`config.mk`:
```
export PLATFORM = sky130hd
export DESIGN_NAME = uart_rx_fifo
export DESIGN_NICKNAME = d
export VERILOG_FILES = /design/src/rtl/uart_rx_fifo.sv
export SDC_FILE = /design/constraint.sdc
export NUM_CORES = 1
export LEC_CHECK = 0
export ABC_AREA = 1
export CAP_MARGIN = 20
export CORE_MARGIN = 10
export CORE_UTILIZATION = 45
export CTS_BUF_LIST = sky130_fd_sc_hd__clkbuf_16
export CTS_CLUSTER_SIZE = 10
export DETAILED_ROUTE_END_ITERATION = 8
export PLACE_DENSITY = 0.75
export SLEW_MARGIN = 20
export SYNTH_ARGS = -nofsm -noshare
export SYNTH_HDL_FRONTEND = slang
export SYNTH_SLANG_ARGS = --single-unit
```
`constraint.sdc`:
```
create_clock -name clk -period 3.7 [get_ports clk]
set_clock_uncertainty 0.2 [all_clocks]
set_input_delay 0.74 -clock clk [delete_from_list [all_inputs] [get_ports clk]]
set_output_delay 0.74 -clock clk [all_outputs]
set_load 0.005 [all_outputs]
```
`src/rtl/uart_rx_fifo.sv`:
```
// ---------------------------------------------------------------------------
// uart_rx_fifo
// UART receiver running at OVERSAMPLE clocks per bit. It has a two-flop input
// synchroniser, a start-bit check at mid-bit that rejects glitches, optional
// odd/even parity, stop-bit checking with break hold-off, and a show-ahead
// receive FIFO that the CPU drains with RX_READ.
//
// Ports
//   clk            : sole clock, rising edge
//   reset          : asynchronous, active-high, clears all state
//   UART_RX        : asynchronous serial line, idle high, LSB first
//   RX_READ        : pop strobe, ignored while RX_VALID is 0
//   RX_DATA        : FIFO head (show-ahead), 0 when the FIFO is empty
//   RX_VALID       : FIFO non-empty
//   RX_COUNT       : FIFO occupancy
//   RX_PARITY_ERR  : 1-cycle pulse, parity mismatch (frame dropped)
//   RX_FRAME_ERR   : 1-cycle pulse, stop bit sampled low (frame dropped)
//   RX_OVERRUN     : 1-cycle pulse, good frame dropped because the FIFO is full
// ---------------------------------------------------------------------------
module uart_rx_fifo #(
    parameter int unsigned DATA_BITS  = 8,
    parameter int unsigned OVERSAMPLE = 16,
    parameter int unsigned PARITY     = 0,
    parameter int unsigned DEPTH      = 4
) (
    input  logic                       clk,
    input  logic                       reset,
    input  logic                       UART_RX,
    input  logic                       RX_READ,
    output logic [DATA_BITS-1:0]       RX_DATA,
    output logic                       RX_VALID,
    output logic [$clog2(DEPTH):0]     RX_COUNT,
    output logic                       RX_PARITY_ERR,
    output logic                       RX_FRAME_ERR,
    output logic                       RX_OVERRUN
);

    localparam int unsigned CNT_W   = $clog2(OVERSAMPLE);
    localparam int unsigned IDX_W   = $clog2(DATA_BITS + 1);
    localparam int unsigned PTR_W   = $clog2(DEPTH);
    localparam int unsigned OCC_W   = PTR_W + 1;

    localparam logic [CNT_W-1:0] CNT_LAST = CNT_W'(OVERSAMPLE - 1);
    // START is entered with cnt=0 one edge after rx_s went low; the centre of
    // the start bit lies OVERSAMPLE/2-1 edges later, when cnt reads OVERSAMPLE/2-2.
    localparam logic [CNT_W-1:0] CNT_HALF = CNT_W'(OVERSAMPLE / 2 - 2);
    localparam logic [IDX_W-1:0] IDX_LAST = IDX_W'(DATA_BITS - 1);
    localparam logic [OCC_W-1:0] OCC_FULL = OCC_W'(DEPTH);
    localparam logic             ODD_P    = (PARITY == 1);

    typedef enum logic [2:0] {
        S_IDLE  = 3'd0,
        S_START = 3'd1,
        S_DATA  = 3'd2,
        S_PAR   = 3'd3,
        S_STOP  = 3'd4,
        S_BREAK = 3'd5
    } state_t;

    // Receiver state
    logic                 r_sync1, r_sync2;
    state_t               r_state, w_state_nxt;
    logic [CNT_W-1:0]     r_cnt, w_cnt_nxt;
    logic [IDX_W-1:0]     r_idx, w_idx_nxt;
    logic [DATA_BITS-1:0] r_sh, w_sh_nxt;
    logic                 r_perr, w_perr_nxt;
    logic                 w_frame_end;
    logic                 w_rx_s;

    // FIFO state
    logic [DATA_BITS-1:0] r_mem [DEPTH];
    logic [PTR_W-1:0]     r_wr_ptr, r_rd_ptr, w_rd_nxt;
    logic [OCC_W-1:0]     r_count, w_count_nxt;
    logic [DATA_BITS-1:0] r_data, w_head_nxt;
    logic                 r_valid;
    logic                 r_par_pulse, r_frm_pulse, r_ovr_pulse;
    logic                 w_push, w_pop, w_full, w_push_acc;

    assign w_rx_s = r_sync2;

    // Two-flop synchroniser, idles high
    always_ff @(posedge clk or posedge reset) begin
        if (reset) begin
            r_sync1 <= 1'b1;
            r_sync2 <= 1'b1;
        end else begin
            r_sync1 <= UART_RX;
            r_sync2 <= r_sync1;
        end
    end

    // FSM state register
    always_ff @(posedge clk or posedge reset) begin
        if (reset) r_state <= S_IDLE;
        else       r_state <= w_state_nxt;
    end

    // FSM next-state logic
    always_comb begin
        w_state_nxt = r_state;
        case (r_state)
            S_IDLE:  if (!w_rx_s) w_state_nxt = S_START;
            S_START: if (r_cnt == CNT_HALF) w_state_nxt = w_rx_s ? S_IDLE : S_DATA;
            S_DATA:  if (r_cnt == CNT_LAST && r_idx == IDX_LAST)
                         w_state_nxt = (PARITY != 0) ? S_PAR : S_STOP;
            S_PAR:   if (r_cnt == CNT_LAST) w_state_nxt = S_STOP;
            S_STOP:  if (r_cnt == CNT_LAST) w_state_nxt = w_rx_s ? S_IDLE : S_BREAK;
            S_BREAK: if (w_rx_s) w_state_nxt = S_IDLE;
            default: w_state_nxt = S_IDLE;
        endcase
    end

    // FSM output logic: bit timing, shift register, parity and frame-end strobe
    always_comb begin
        w_cnt_nxt   = r_cnt + CNT_W'(1);
        w_idx_nxt   = r_idx;
        w_sh_nxt    = r_sh;
        w_perr_nxt  = r_perr;
        w_frame_end = 1'b0;
        case (r_state)
            S_IDLE: begin
                w_cnt_nxt  = '0;
                w_idx_nxt  = '0;
                w_perr_nxt = 1'b0;
            end
            S_START: if (r_cnt == CNT_HALF) w_cnt_nxt = '0;
            S_DATA: if (r_cnt == CNT_LAST) begin
                // LSB first: after DATA_BITS right shifts bit k sits at index k
                w_cnt_nxt = '0;
                w_sh_nxt  = {w_rx_s, r_sh[DATA_BITS-1:1]};
                w_idx_nxt = r_idx + IDX_W'(1);
            end
            S_PAR: if (r_cnt == CNT_LAST) begin
                w_cnt_nxt  = '0;
                w_perr_nxt = (((^r_sh) ^ w_rx_s) != ODD_P);
            end
            S_STOP: if (r_cnt == CNT_LAST) begin
                w_cnt_nxt   = '0;
                w_frame_end = 1'b1;
            end
            S_BREAK: w_cnt_nxt = '0;
            default: w_cnt_nxt = '0;
        endcase
    end

    // Receiver datapath registers
    always_ff @(posedge clk or posedge reset) begin
        if (reset) begin
            r_cnt  <= '0;
            r_idx  <= '0;
            r_sh   <= '0;
            r_perr <= 1'b0;
        end else begin
            r_cnt  <= w_cnt_nxt;
            r_idx  <= w_idx_nxt;
            r_sh   <= w_sh_nxt;
            r_perr <= w_perr_nxt;
        end
    end

    // FIFO control; a push into a full FIFO is still accepted if a pop frees a slot
    assign w_push     = w_frame_end & w_rx_s & ~r_perr;
    assign w_full     = (r_count == OCC_FULL);
    assign w_pop      = RX_READ & (r_count != '0);
    assign w_push_acc = w_push & (~w_full | w_pop);
    assign w_rd_nxt   = w_pop ? r_rd_ptr + PTR_W'(1) : r_rd_ptr;

    always_comb begin
        w_count_nxt = r_count;
        case ({w_push_acc, w_pop})
            2'b10:   w_count_nxt = r_count + OCC_W'(1);
            2'b01:   w_count_nxt = r_count - OCC_W'(1);
            default: w_count_nxt = r_count;
        endcase
    end

    // Next head: the slot being written this cycle becomes the head when the
    // FIFO is (or becomes) otherwise empty, so bypass the memory read
    always_comb begin
        w_head_nxt = r_mem[w_rd_nxt];
        if (w_count_nxt == '0)
            w_head_nxt = '0;
        else if (w_push_acc && (w_rd_nxt == r_wr_ptr))
            w_head_nxt = r_sh;
    end

    // FIFO storage
    always_ff @(posedge clk or posedge reset) begin
        if (reset) begin
            for (int i = 0; i < int'(DEPTH); i++) r_mem[i] <= '0;
        end else if (w_push_acc) begin
            r_mem[r_wr_ptr] <= r_sh;
        end
    end

    // FIFO pointers, occupancy and registered outputs
    always_ff @(posedge clk or posedge reset) begin
        if (reset) begin
            r_wr_ptr    <= '0;
            r_rd_ptr    <= '0;
            r_count     <= '0;
            r_data      <= '0;
            r_valid     <= 1'b0;
            r_par_pulse <= 1'b0;
            r_frm_pulse <= 1'b0;
            r_ovr_pulse <= 1'b0;
        end else begin
            if (w_push_acc) r_wr_ptr <= r_wr_ptr + PTR_W'(1);
            r_rd_ptr    <= w_rd_nxt;
            r_count     <= w_count_nxt;
            r_data      <= w_head_nxt;
            r_valid     <= (w_count_nxt != '0);
            r_par_pulse <= w_frame_end & w_rx_s & r_perr;
            r_frm_pulse <= w_frame_end & ~w_rx_s;
            r_ovr_pulse <= w_push & w_full & ~w_pop;
        end
    end

    assign RX_DATA       = r_data;
    assign RX_VALID      = r_valid;
    assign RX_COUNT      = r_count;
    assign RX_PARITY_ERR = r_par_pulse;
    assign RX_FRAME_ERR  = r_frm_pulse;
    assign RX_OVERRUN    = r_ovr_pulse;

endmodule

```
# [After elaboration in Yosys (flattened, before gate mapping)]
# Index checks and enable logic that the tools add are counted.
[totals] register_bits=73 latch_bits=0 ramBits=0 rom_bits=0 input_bits=4 word_cells=106 n_memories=0
[op_classes] n_addsub=6 n_mul=0 n_div=0 magnitude_cmp=3 eq_ne=19 shifts=0 muxes=28 n_bitwise=16 reduce_logical=15
[op_table] operator="$mux 8" count=5
[op_table] operator="$bwmux 32" count=1
[op_table] operator="$mux 3" count=7
[op_table] operator="$pmux 3 s6" count=1
[op_table] operator="$bmux 8 s2" count=1
[op_table] operator="$demux 8 s2" count=1
[op_table] operator="$pmux 4 s2" count=2
[op_table] operator="$ne 2x2->1 const B" count=7
[op_table] operator="$mux 4" count=3
[op_table] operator="$eq 3x3->1 const B" count=3
[op_table] operator="$add 4x1->4 const B" count=2
[op_table] operator="$and 1x1->1" count=8
[op_table] operator="$eq 4x3->1 const B" count=2
[op_table] operator="$reduce_xor 8->1" count=1
[op_table] operator="$eq 3x2->1 const B" count=2
[op_table] operator="$ge 3x3->1 const B" count=2
[op_table] operator="$logic_not 3->1" count=2
[op_table] operator="$not 2->3" count=2
[op_table] operator="$pmux 3 s2" count=1
[op_table] operator="$reduce_and 2->1" count=3
[op_table] operator="$reduce_and 6->1" count=1
[op_table] operator="$reduce_bool 3->1" count=2
[op_table] operator="$add 2x1->2 const B" count=2
[op_table] operator="$eq 4x4->1 const B" count=1
[op_table] operator="other kinds (16)" count=25

# [Longest topological paths before layout]
[depth] ltp_word=10 depth_mapped=18 ltp_nobuf=17

# [Worst setup path after synthesis]
# No wires, ideal clock.
[synth_timing] path_kind="input port to flip-flop" startpoint="input port RX_READ" endpoint="register r_data[0], in the netlist RX_DATA[0]" arrival_ns=2.679 required_time_ns=3.429 slack_ns=0.750 cell_stages=16 path_buffers=1 path_cell_list="nand2_1 inv_2 nor2_2 nor2_8 buf_4 inv_1 ha_1 inv_1 fa_1 a21oi_1 o21ai_0 xor2_1 inv_1 nand2_1 nand2_1 nor2_1"
[synth_rtl] element="start: declaration" line="29" rtl="input logic RX_READ,"
[synth_rtl] element="$and 1x1->1 *" line="164" rtl="assign w_pop = RX_READ & (r_count != '0);"
[synth_rtl] element="$or 1x1->1" line="165" rtl="assign w_push_acc = w_push & (~w_full | w_pop);"
[synth_rtl] element="$and 1x1->1" line="165"
[synth_rtl] element="$eq 2x1->1 or $eq 2x2->1 (tied branches)" line="170" rtl="case ({w_push_acc, w_pop})"
[synth_rtl] element="$pmux 3 s2 *" line="170"
[synth_rtl] element="via w_count_nxt[2]" line="73" rtl="logic [OCC_W-1:0] r_count, w_count_nxt;"
[synth_rtl] element="$logic_not 3->1 *" line="181" rtl="if (w_count_nxt == '0)"
[synth_rtl] element="$mux 8 *" line="181"
[synth_rtl] element="via w_head_nxt[0]" line="74" rtl="logic [DATA_BITS-1:0] r_data, w_head_nxt;"
[synth_rtl] element="end signal: assignment" line="211" rtl="r_data <= w_head_nxt;"
[synth_rtl] element="end: declaration" line="74"
# Mark *: on every way through the listed nets, which the timed path passes. The rest lies on a longest branch. The select of a mux whose other input is x is not followed.
# A chain may end at the register's enable or synchronous reset.

# [Worst setup path in the final report]
[layout_timing] startpoint="input port RX_READ" endpoint="register r_data[7], in the netlist RX_DATA[7]"
# Same word-level chain as after synthesis.

==> impl_metrics.csv <==
group,metric,value,unit
sta,drv_slew,0,
floorplan,initial_utilization,46.8,%
worst_setup_path,crit_path_end_kind,"register",
sta,rsz0062_at_grt,"no",
logic_synthesis,synth_common_cells,"111 x nand2_1, 71 x dfrtp_1, 47 x inv_1, 47 x nand3_1, 33 x nor2_1",
sta,finalSetupViolCount,0,
logic_synthesis,synth_flop_cell,"dfrtp_1",
worst_setup_path,start_kind,"input pin",
worst_setup_path,path_cells,"clkdlybuf4s50_1 -> nand2_1 -> inv_2 -> nor2_2 -> nor2_8 -> inv_1 -> ha_1 -> inv_1 -> fa_1 -> a21oi_1 -> o21ai_0 -> xor2_1 -> inv_1 -> nand2_1 -> nand2_1 -> nor2_1",
logic_synthesis,syn_area,0.00367,mm^2
logic_synthesis,yosysWarnings,0,
worst_setup_path,cpPeakStageDelay,0.42,ns
logic_synthesis,synth_cells,430,
logic_synthesis,yosys.area.top_type,"dfrtp_1",
clocking,root_buffer,"clkbuf_16",
sta,fin_tns_setup,0,ns
sta,hold_viol_final,0,
placed_design,place_congestion,0.801,
power_and_ir_drop,peakVddDrop,0.387,mV
floorplan,die-height,110,um
clocking,cts_tree,"done",
routing,vias_per_cell,5.18,
clocking,cts.sink_count,73,
worst_setup_path,slowest_stage,"clkdlybuf4s50_1",
logic_synthesis,yosysUniqueCellTypes,31,
logic_synthesis,seq_area_frac_synth,49.8,%
hold_path,hold_class,"reg -> reg",
logic_synthesis,synth_most_common_cell,"nand2_1",
floorplan,io_pins,19,
worst_setup_path,endpoint,"RX_DATA[7]",
logic_synthesis,async_flop_share,100,%
sta,period_minus_slack,3.10,ns
power_and_ir_drop,power_density,648,mW/mm^2
sta,fin_crit_sh,83.7,%
routing,routed_wl,7480,um
layout,layout-area-overhead-vs-synth,14.3,%
sta,slew-limit-headroom,47.8,%
clocking,clk_latency,0.33,ns
worst_setup_path,worst-endpoint-arrival,3.16,ns
layout,drive_above_1_share,8.75,%
global_route,grt_max_degree,30,
global_route,antenna_found_initial,0,
clocking,max-clock-path-buffers,2,
layout,stdcell_area,0.00420,mm^2
routing,wl_per_cell,13.4,um
layout,antennaDiodeCount,0,
logic_synthesis,synth_enable_flop_cells,0,
worst_setup_path,crit_type,"in -> reg",
clocking,clkTransAtPathRegs,0.06,ns
layout,nNetsFinal,465,
routing,vias,2893,
worst_setup_path,worstSetupStartpoint,"RX_READ",
worst_setup_path,reg2reg_slack,0.73,ns
clocking,cts_setup_buffers,0,
global_route,grt_pass1_vias,2795,
run,maxCapViolations,0,
worst_setup_path,rr_endpoint,"RX_DATA[7]",
placed_design,placed_cell_area,0.00393,mm^2
logic_synthesis,synth_top_area_share,48.4,%
routing,drt.antenna.violating_nets,0,
sta,worstMarginPinSlew,0.781,ns
floorplan,core_area,0.00785,mm^2
placed_design,io_buffers,18,
worst_setup_path,worst-endpoint-required,3.76,ns
clocking,postCtsHoldBufs,0,
floorplan,dieArea,0.0122,mm^2
floorplan,die_w,110,um
global_route,grt-ovfl-total,0,
logic_synthesis,ys_top_cells_by_area,"dfrtp_1 48%, nand2_1 11%, nand3_1 6.4%",
logic_synthesis,synth_nets,443,
outcome,status,"complete, no violations",
global_route,grt_pass1_wl,13100,um
logic_synthesis,syn_avg_cell_area,8.54,um^2
clocking,cts-resized-gates,0,
clocking,h-tree-depth,3,
placed_design,dpl.hpwl,5150,um
power_and_ir_drop,p_leak,2.04,nW
logic_synthesis,synth_seq_cells,73,
routing,first_pass_iters,5,
worst_setup_path,cp_max_fo,9,
worst_setup_path,reg2regPathDepth,17,
routing,post-route-drc-count,0,
clocking,numCtsBuffers,9,
worst_setup_path,r2r_start,"RX_COUNT[0]",
floorplan,core.rowCount,32,
global_route,grt_util_all_layers,13.5,%
sta,fmax,323,MHz
routing,drt-initial-drc-count,171,
-- cell families (layout without fill, tap and decap cells) --
| family | after synthesis | after routing | synth area share [%] |
|---|---|---|---|
| DFF | 73 | 73 | 49.8 |
| AOI/OAI and AO/OA | 51 | 51 | 7.09 |
| buffers and inverters | 61 | 88 | 7.36 |
| and+or+nand+nor | 228 | 228 | 30.5 |
| xor gates and xnor gates | 8 | 8 | 1.91 |
| adders and majority gates | 9 | 9 | 3.27 |
-- sequential cells by signal (all words and copies together), names as in the netlist, 2 cells and up --
signal / cells
RX_COUNT: 3
RX_DATA: 8
r_cnt: 4
r_idx: 4
r_mem: 32
r_rd_ptr: 2
r_sh: 8
r_state: 3
r_wr_ptr: 2
-- final cells by class --
| class | instances | area [um^2] |
|---|---|---|
| tap | 102 | 128 |
| clock buffer | 9 | 225 |
| clock inverter | 7 | 46.3 |
| multi-input combinational | 296 | 1570 |
| timing repair buffer | 22 | 210 |
| fill | 734 | 3650 |
| inverter | 50 | 188 |
| sequential | 73 | 1830 |
-- worst max-delay path: cells and delay by family --
kind | cells | cell delay [ns]
buf+inv | 5 | 0.67
xor+xnor | 1 | 0.19
simple gates | 6 | 0.78
fa+ha+maj | 2 | 0.52
compound gates | 2 | 0.25
-- metal layers --
metal | share of wire, % | track usage [%] | up-vias
met3 | 6.4 | 4.18 | 7
met5 | 0 | 0 | -
li1 | - | - | 1427
met1 | 44 | 16.0 | 1389
met2 | 49 | 22.9 | 70
met4 | 1.2 | 4.50 | 0
-- worst min-delay path by stage --
stage,from,to,cells after the start
finish,r_sync1,r_sync2,0
detailed placement,r_sync1,r_sync2,0
CTS,r_sync1,r_sync2,0
global placement,r_sync1,r_sync2,0
global route,r_sync1,r_sync2,0
floorplan,r_sync1,r_sync2,0
-- where the power goes --
part	internal (mW)	leakage [nW]	switching [mW]	total (mW)
Sequential	0.894	0.980	0.0671	0.961
Combinational	0.356	0.928	0.623	0.979
Clock	0.452	0.129	0.330	0.782
-- per-stage QoR --
step / hold slack (ns) / cells / power, mW / utilization, % / setup slack [ns]
floorplan: 0.145 / 430 / 1.67 / - / 0.750
detailed placement: 0.151 / 543 / 1.94 / 50.0 / 0.230
finish: 0.159 / 559 / 2.72 / 53.5 / 0.603
CTS: 0.160 / 559 / 2.74 / 53.5 / 0.596
global placement: 0.146 / 543 / 1.91 / 50.0 / 0.407
global route: 0.163 / 559 / 2.92 / 53.5 / 0.420
-- cells in the final DEF, fill, tap and decap left out, types with 2 or more instances in the layout --
master,count
a21oi_1,2
inv_1,46
nor2_4,2
nor2_8,2
nand3_1,47
nand3b_1,16
dfstp_2,2
nor2_1,33
inv_2,4
ha_1,8
xor2_1,5
clkinvlp_4,2
nand3_4,3
nand2_4,5
nor3_1,3
o21ai_1,32
nand2_2,2
dfrtp_1,71
clkdlybuf4s50_1,18
xnor2_1,3
clkbuf_16,9
nand2_1,111
clkinv_2,2
buf_4,4
o21ai_0,15
Power figures use the tool's default switching activity.
